## src/rtl/mem_arb_pkg.sv

```systemverilog
// Shared types for the fetch/data memory port arbiter: FSM states, access owner
// and the latched memory command (sized for the core's 32-bit datapath).
package mem_arb_pkg;

    localparam int CMD_ADDR_W = 32;
    localparam int CMD_DATA_W = 32;

    typedef enum logic [1:0] {
        ARB_IDLE   = 2'd0,
        ARB_ACCESS = 2'd1,
        ARB_DONE   = 2'd2
    } arb_state_e;

    typedef enum logic {
        OWN_IF = 1'b0,
        OWN_DM = 1'b1
    } arb_owner_e;

    typedef struct packed {
        logic                    we;
        logic [CMD_ADDR_W-1:0]   addr;
        logic [CMD_DATA_W-1:0]   wdata;
        logic [CMD_DATA_W/8-1:0] be;
    } mem_cmd_t;

endpackage

```

## src/rtl/arb_starve_guard.sv

```systemverilog
// Counts data grants made while fetch waits; forces a fetch grant once STARVE_MAX is hit.
// Zero latency on force_fetch (registered count); no backpressure of its own.
module arb_starve_guard #(
    parameter int STARVE_MAX = 4
) (
    input  logic clk,
    input  logic rst_n,
    input  logic dm_grant,
    input  logic if_grant,
    input  logic if_req,
    output logic force_fetch
);

    localparam int CNT_W = $clog2(STARVE_MAX + 1);
    localparam logic [CNT_W-1:0] CNT_MAX = CNT_W'(STARVE_MAX);

    logic [CNT_W-1:0] cnt;

    always_ff @(posedge clk or negedge rst_n) begin
        if (!rst_n) begin
            cnt <= '0;
        end else if (if_grant) begin
            cnt <= '0;
        end else if (dm_grant && if_req && (cnt != CNT_MAX)) begin
            cnt <= cnt + 1'b1;
        end
    end

    assign force_fetch = (cnt == CNT_MAX);

endmodule

```

## src/rtl/mem_port_arbiter.sv

```systemverilog
// Shares one single-port memory between fetch and data; one access at a time, MEM_LAT+1 cycle latency,
// requesters stall until their valid pulse. Optional fetch anti-starvation: ARB_ANTI_STARVE_EN.
module mem_port_arbiter
    import mem_arb_pkg::*;
#(
    parameter int ADDR_W     = CMD_ADDR_W,
    parameter int DATA_W     = CMD_DATA_W,
    parameter int MEM_LAT    = 2,
    parameter int STARVE_MAX = 4
) (
    input  logic                clk_i,
    input  logic                reset_n_i,
    input  logic                if_req_i,
    input  logic [ADDR_W-1:0]   if_addr_i,
    output logic [DATA_W-1:0]   if_rdata_o,
    output logic                if_valid_o,
    output logic                stallf_o,
    input  logic                dm_req_i,
    input  logic                dm_we_i,
    input  logic [ADDR_W-1:0]   dm_addr_i,
    input  logic [DATA_W-1:0]   dm_wdata_i,
    input  logic [DATA_W/8-1:0] dm_be_i,
    output logic [DATA_W-1:0]   dm_rdata_o,
    output logic                dm_valid_o,
    output logic                stallm_o,
    output logic                mem_req_o,
    output logic                mem_we_o,
    output logic [ADDR_W-1:0]   mem_addr_o,
    output logic [DATA_W-1:0]   mem_wdata_o,
    output logic [DATA_W/8-1:0] mem_be_o,
    input  logic [DATA_W-1:0]   mem_rdata_i,
    output logic                busy_o
);

    localparam int CNT_W = (MEM_LAT > 1) ? $clog2(MEM_LAT) : 1;
    localparam logic [CNT_W-1:0] LAT_LOAD = CNT_W'(MEM_LAT - 1);

    if (MEM_LAT < 1 || MEM_LAT > 8 || STARVE_MAX < 1) begin : g_bad_param
        $error("mem_port_arbiter: MEM_LAT must be 1..8 and STARVE_MAX >= 1");
    end

    arb_state_e  state;
    arb_owner_e  owner;
    mem_cmd_t    cmd_q;
    logic [CNT_W-1:0]  lat_cnt;
    logic [DATA_W-1:0] if_rdata_q;
    logic [DATA_W-1:0] dm_rdata_q;

    logic     idle;
    logic     force_if;
    logic     grant_dm;
    logic     grant_if;
    mem_cmd_t dm_cmd;
    mem_cmd_t if_cmd;
    logic     done;

    assign idle = (state == ARB_IDLE);

`ifdef ARB_ANTI_STARVE_EN
    arb_starve_guard #(
        .STARVE_MAX (STARVE_MAX)
    ) u_starve_guard (
        .clk         (clk_i),
        .rst_n       (reset_n_i),
        .dm_grant    (grant_dm),
        .if_grant    (grant_if),
        .if_req      (if_req_i),
        .force_fetch (force_if)
    );
`else
    assign force_if = 1'b0;
`endif

    // Data wins by default: its access belongs to the older instruction.
    assign grant_dm = idle & dm_req_i & ~(force_if & if_req_i);
    assign grant_if = idle & if_req_i & ~grant_dm;

    assign dm_cmd = '{we: dm_we_i, addr: dm_addr_i, wdata: dm_wdata_i, be: dm_be_i};
    assign if_cmd = '{we: 1'b0, addr: if_addr_i, wdata: '0, be: '1};

    always_ff @(posedge clk_i or negedge reset_n_i) begin
        if (!reset_n_i) begin
            state      <= ARB_IDLE;
            owner      <= OWN_IF;
            cmd_q      <= '0;
            lat_cnt    <= '0;
            if_rdata_q <= '0;
            dm_rdata_q <= '0;
        end else begin
            case (state)
                ARB_IDLE: begin
                    if (grant_dm) begin
                        state   <= ARB_ACCESS;
                        owner   <= OWN_DM;
                        cmd_q   <= dm_cmd;
                        lat_cnt <= LAT_LOAD;
                    end else if (grant_if) begin
                        state   <= ARB_ACCESS;
                        owner   <= OWN_IF;
                        cmd_q   <= if_cmd;
                        lat_cnt <= LAT_LOAD;
                    end
                end
                ARB_ACCESS: begin
                    if (lat_cnt == '0) begin
                        state <= ARB_DONE;
                    end else begin
                        lat_cnt <= lat_cnt - 1'b1;
                    end
                end
                ARB_DONE: begin
                    // Always back to IDLE so the requester gets one edge to drop its request.
                    state <= ARB_IDLE;
                    if (owner == OWN_IF) begin
                        if_rdata_q <= mem_rdata_i;
                    end else if (!cmd_q.we) begin
                        dm_rdata_q <= mem_rdata_i;
                    end
                end
                default: state <= ARB_IDLE;
            endcase
        end
    end

    assign done       = (state == ARB_DONE);
    assign if_valid_o = done & (owner == OWN_IF);
    assign dm_valid_o = done & (owner == OWN_DM);

    // Read data is live during DONE and held afterwards; stores return no data.
    assign if_rdata_o = if_valid_o ? mem_rdata_i : if_rdata_q;
    assign dm_rdata_o = (dm_valid_o & ~cmd_q.we) ? mem_rdata_i : dm_rdata_q;

    assign mem_req_o   = (state == ARB_ACCESS) && (lat_cnt == LAT_LOAD);
    assign mem_we_o    = mem_req_o & cmd_q.we;
    assign mem_addr_o  = cmd_q.addr;
    assign mem_wdata_o = cmd_q.wdata;
    assign mem_be_o    = cmd_q.be;

    assign stallf_o = if_req_i & ~if_valid_o;
    assign stallm_o = dm_req_i & ~dm_valid_o;
    assign busy_o   = ~idle;

endmodule

```

## config.mk

```make
export PLATFORM = sky130hd
export DESIGN_NAME = mem_port_arbiter
export DESIGN_NICKNAME = d
export VERILOG_FILES = /design/src/rtl/mem_arb_pkg.sv /design/src/rtl/arb_starve_guard.sv /design/src/rtl/mem_port_arbiter.sv
export SDC_FILE = /design/constraint.sdc
export NUM_CORES = 1
export LEC_CHECK = 0
export CAP_MARGIN = 0
export CORE_AREA = 4 4 121 123
export CTS_CLUSTER_DIAMETER = 100
export DETAILED_ROUTE_END_ITERATION = 8
export DIE_AREA = 0 0 125 127
export PLACE_DENSITY = 0.9
export SYNTH_ARGS = -nofsm -noshare
export SYNTH_HDL_FRONTEND = slang
export SYNTH_HIERARCHICAL = 1
export SYNTH_SLANG_ARGS = --single-unit
```

## constraint.sdc

```tcl
create_clock -name clk_i -period 3.8 [get_ports clk_i]
set_input_delay 0.95 -clock clk_i [delete_from_list [all_inputs] [get_ports clk_i]]
set_output_delay 0.95 -clock clk_i [all_outputs]
set_load 0.005 [all_outputs]
```

Word-level counts from Yosys, hierarchy flattened
Index checks and enable logic that the tools add are counted.
W data, S select, Z words.
- $add $sub $neg: 1
- muxes and demuxes: 14
- bitwise operators: 15
- reductions and logical operators: 9
- equality and inequality tests: 4
- operator list (kind ; number):
    $mux W69 ; 2
    $mux W32 ; 2
    $and A1 B1 Y1 ; 9
    $reduce_and A2 Y1 ; 4
    $mux W2 ; 3
    $not A1 Y1 ; 6
    $mux W1 ; 5
    $pmux W2 S2 ; 1
    $reduce_bool A2 Y1 ; 2
    $ne A3 B1 Y1 const B ; 1
    $reduce_and A3 Y1 ; 1
    $eq A2 B1 Y1 const B ; 1
    $eq A2 B2 Y1 const B ; 1
    $logic_not A2 Y1 ; 1
    $ne A2 B2 Y1 const B ; 1
    $pmux W1 S2 ; 1
    $logic_and A1 B1 Y1 ; 1
    $sub A1 B1 Y1 const B ; 1
- input bits: 137
- output and inout bits: 139
- flip-flop bits (word level): 137

Logic depth before layout (Yosys ltp)
- depth in word-level cells: 7
- mapped depth: 5
- gate-level depth less buffers: 3

Worst setup path after synthesis
OpenSTA, ideal clock, no wires.
- path kind: input port to output port
- start point: input dm_req_i
- end point: output stallm_o
- setup slack: 1257 ps
- cell stages on the path: 3
- data arrival time: 1593 ps
- path buffers: 2
- required time: 2850 ps
- cell sequence: buf_4 > clkbuf_1 > and2_1
- cells in the longest elaborated chain, start to end: 1
- RTL lines (item ; line ; RTL):
    start: declaration ; mem_port_arbiter.sv:18 ; input logic dm_req_i,
    $and A1 B1 Y1 ; mem_port_arbiter.sv:140 ; assign stallm_o = dm_req_i & ~dm_valid_o;
    end: declaration ; mem_port_arbiter.sv:25 ; output logic stallm_o,
No other way between the ends.

Worst setup path after layout
- start point: register state[0]
- end point: output dm_rdata_o[18]
- cells in the longest elaborated chain, start to end: 4
- RTL lines (item ; line ; RTL):
    start: declaration ; mem_port_arbiter.sv:42 ; arb_state_e state;
    start signal: assignment ; mem_port_arbiter.sv:83 ; state <= ARB_IDLE;
    start signal: assignment ; mem_port_arbiter.sv:93 ; state <= ARB_ACCESS;
    start signal: assignment ; mem_port_arbiter.sv:98 ; state <= ARB_ACCESS;
    $eq A2 B2 Y1 ; mem_port_arbiter.sv:125 ; assign done = (state == ARB_DONE);
    $and A1 B1 Y1 ; mem_port_arbiter.sv:127 ; assign dm_valid_o = done & (owner == OWN_DM);
    $and A1 B1 Y1 ; mem_port_arbiter.sv:131 ; assign dm_rdata_o = (dm_valid_o & ~cmd_q.we) ? mem_rdata_i : dm_rdata_q;
    $mux W32 ; mem_port_arbiter.sv:131 ;
    end: declaration ; mem_port_arbiter.sv:23 ; output logic [DATA_W-1:0] dm_rdata_o,
No other way between the ends.

==> out/metrics.cfg <==
[outcome]
status = finished, final reports clean

[setup_path]
critPathCaptureType = output port
crit_arrival_ns = 2.57
path_max_fanout = 32
crit_type = reg -> out
worstPathRequired_ns = 2.85
cp-start-kind = flip-flop

[finish]
antennaDiodeCount = 0
fillers = 967
fin_util_pct = 65.9
register_area_um2 = 3430
nNetsFinal = 762
multi_input_area_um2 = 1910
area_delta_synth_final_pct = 49.3
drive_gt1_share_pct = 26.3

[grt]
grt_overflow = 0
grt_antenna_before_repair = 0
grt_max_degree = 77
grt_pass1_vias = 4616
grt_pass1_wl_mm = 24.9
grt_usage_pct = 20.0

[sta]
max_freq_ghz = 0.284
tightest_slew_ns = 0.700
setup_viol = 0
fin_crit_sh_pct = 92.7
tns_ns = 0
hold_violations = 0
finClkSkew_ns = 0.00708
finalMaxSlewViolations = 0
rsz0062_at_grt = no
final_period_minus_worst_setup_slack_ns = 3.52
slew_headroom_pct = 53.4

[synth]
yosysSeqAreaShare_pct = 56.8
synth_xor_xnor_area_share_pct = 0
syn_avg_cell_area_um2 = 14.6
yosysTopAreaCellShare_pct = 56.8
synth_warnings = 6
synth_mux_area_share_pct = 23.9
synth_top_cell_by_area = dfrtp_1
yosys.cell_count.top_type = dfrtp_1
synth_edf_count = 0
syn_nets = 549
async_flop_share_pct = 100
synth-simple-area-share_pct = 2.05
netlist_area_um2 = 6030
synthTopCellsByCount = dfrtp_1 (137), mux2_2 (124), buf_4 (69), a22o_1 (33), buf_6 (12)
yosys_register_bits = 137
synth_cell_type_count = 24
synth_top_flop_cell = dfrtp_1
synthAdderAreaFrac_pct = 0
synth_compound_area_share_pct = 5.76
syn_inst = 412
yosys-top-cells-area = dfrtp_1 (57%), mux2_2 (23%), buf_4 (8.6%)
synth_top_family_by_area = multiplexers

[detailed_routing]
vias = 4065
wl_per_cell_um = 19.1
drt_wl_total_mm = 15.6
vias_per_cell = 4.97
firstDrtPassIters = 5
drc = 0
drtAntennaViolNets = 0
first_iter_violations = 134

[min_path]
hp-class = reg -> reg

[floorplanning]
start_util_pct = 44.2
die_h_um = 127
num_rows = 43
die_area_um2 = 15900
io_pins = 276
die_width_um = 125
core_area_um2 = 13700

[clock_network]
ctsHoldBuffers = 0
clk_pin_slew_ns = 0.05
cts_tree = yes
cts_root_buf = clkbuf_16
cts_buffers = 17
cts_setup_buffers = 0
htree_levels = 4
cts_max_path_buffers = 2
post_cts_resized = 0
clkLatencyLatePin_ns = 0.41
cts.sinks = 137

[power]
ir_worst_vdd_v = 0.000442
p_switching_uw = 2060
power.leakage_uw = 0.00377
p_total_uw = 7460
pwr-share-seq_pct = 33.2
clockPowerShare_pct = 22.8
combPwrFrac_pct = 44.0
p_int_uw = 5400
power_density_nw_per_um2 = 827
swShare_pct = 27.6

[placement]
dp_hpwl_mm = 11.5
place.gp.congestion = 0.813
io_buffers = 275

[flow_run]
maxCapViolations = 0

-- sequential cells by signal (all words and copies together) (netlist names) --
register / count
owner: 1
mem_be_o: 4
if_rdata_q: 32
dm_rdata_q: 32
lat_cnt: 1
state: 2
mem_wdata_o: 32
cmd_q: 1
mem_addr_o: 32
-- worst max-delay path, cell delays in order (launching register included) --
cell,delay (ns)
dfrtp_1,0.47
nand3b_1,0.28
nor2_4,0.11
buf_4,0.40
mux2_2,0.42
clkdlybuf4s50_1,0.47
-- routing by layer --
metal / GRT usage [%] / up-vias / routed length (um)
met4: 7.72 / 0 / 344
met5: 0 / - / 0
met2: 35.3 / 191 / 8180
met3: 9.11 / 27 / 1470
met1: 21.0 / 2036 / 5610
li1: - / 1811 / -
-- power groups by stage --
stage                     registers [uW]  logic (uW)  clock network (uW)
after global routing                2560        3510                1820
after global placement              2450        3200                   0
after detailed placement            2490        3300                   0
after CTS                           2480        3330                1750
final                               2480        3280                1700
after floorplan                     2390        1870                   0
-- cell type report --
class | instances | share of cell area (%)
multi-input combinational | 185 | 21.2
clock inverter | 10 | 1.55
inverter | 2 | 0.0833
sequential | 137 | 38.0
tap | 180 | 2.50
clock buffer | 22 | 5.37
timing repair buffer | 282 | 31.2
-- through the flow --
step | setup slack [ns] | std cells | hold WS (ns) | cell area [um2]
after floorplan | 1.26 | 412 | 0.430 | 6030
after global placement | 0.643 | 786 | 0.448 | 8390
after detailed placement | 0.684 | 786 | 0.465 | 8390
after CTS | 0.229 | 818 | 0.474 | 9010
after global routing | 0.145 | 818 | 0.510 | 9010
final | 0.278 | 818 | 0.469 | 9010
-- path summary, 6_finish.rpt --
path	from	end	slack (ns)	cells past startpoint
max in group asynchronous	reset_n_i	mem_addr_o[1]	2.43	2
min in group asynchronous	reset_n_i	mem_addr_o[7]	0.55	1
min	lat_cnt	state[1]	0.47	1
min reg2reg	lat_cnt	state[1]	0.47	1
max reg2reg	state[0]	dm_rdata_q[18]	1.98	4
max	state[0]	dm_rdata_o[18]	0.28	5
-- cells in the final DEF, fill, tap and decap left out --
| cell type | instances |
|---|---|
| clkdlybuf4s50_1 | 273 |
| dfrtp_1 | 137 |
| mux2_2 | 124 |
| a22o_1 | 33 |
| clkbuf_16 | 17 |
| buf_4 | 6 |
| nor2_1 | 4 |
| mux2_1 | 4 |
| o22a_1 | 4 |
| clkbuf_8 | 4 |
| and2_1 | 3 |
| clkinvlp_4 | 3 |
| bufinv_16 | 3 |
| inv_1 | 2 |
| nand2b_1 | 2 |
| clkinv_2 | 2 |
| nand3b_1 | 1 |
| nor2_4 | 1 |
| nor3b_4 | 1 |
| and2b_1 | 1 |
| and3_1 | 1 |
| nor2b_1 | 1 |
| o21ai_2 | 1 |
| nor3_4 | 1 |
| nand2_1 | 1 |
| a21o_1 | 1 |
| o21a_1 | 1 |
| inv_6 | 1 |
| clkbuf_1 | 1 |
| clkinv_4 | 1 |
| buf_6 | 1 |
| buf_2 | 1 |
| buf_12 | 1 |
-- logic make-up after synthesis --
kind of cell | after synthesis
flip-flops | 137
multiplexers | 128
buffers and inverters | 90
AO/OA/AOI/OAI | 40
AND/OR/NAND/NOR | 17
Note: power is estimated with default switching activity, not from simulation.
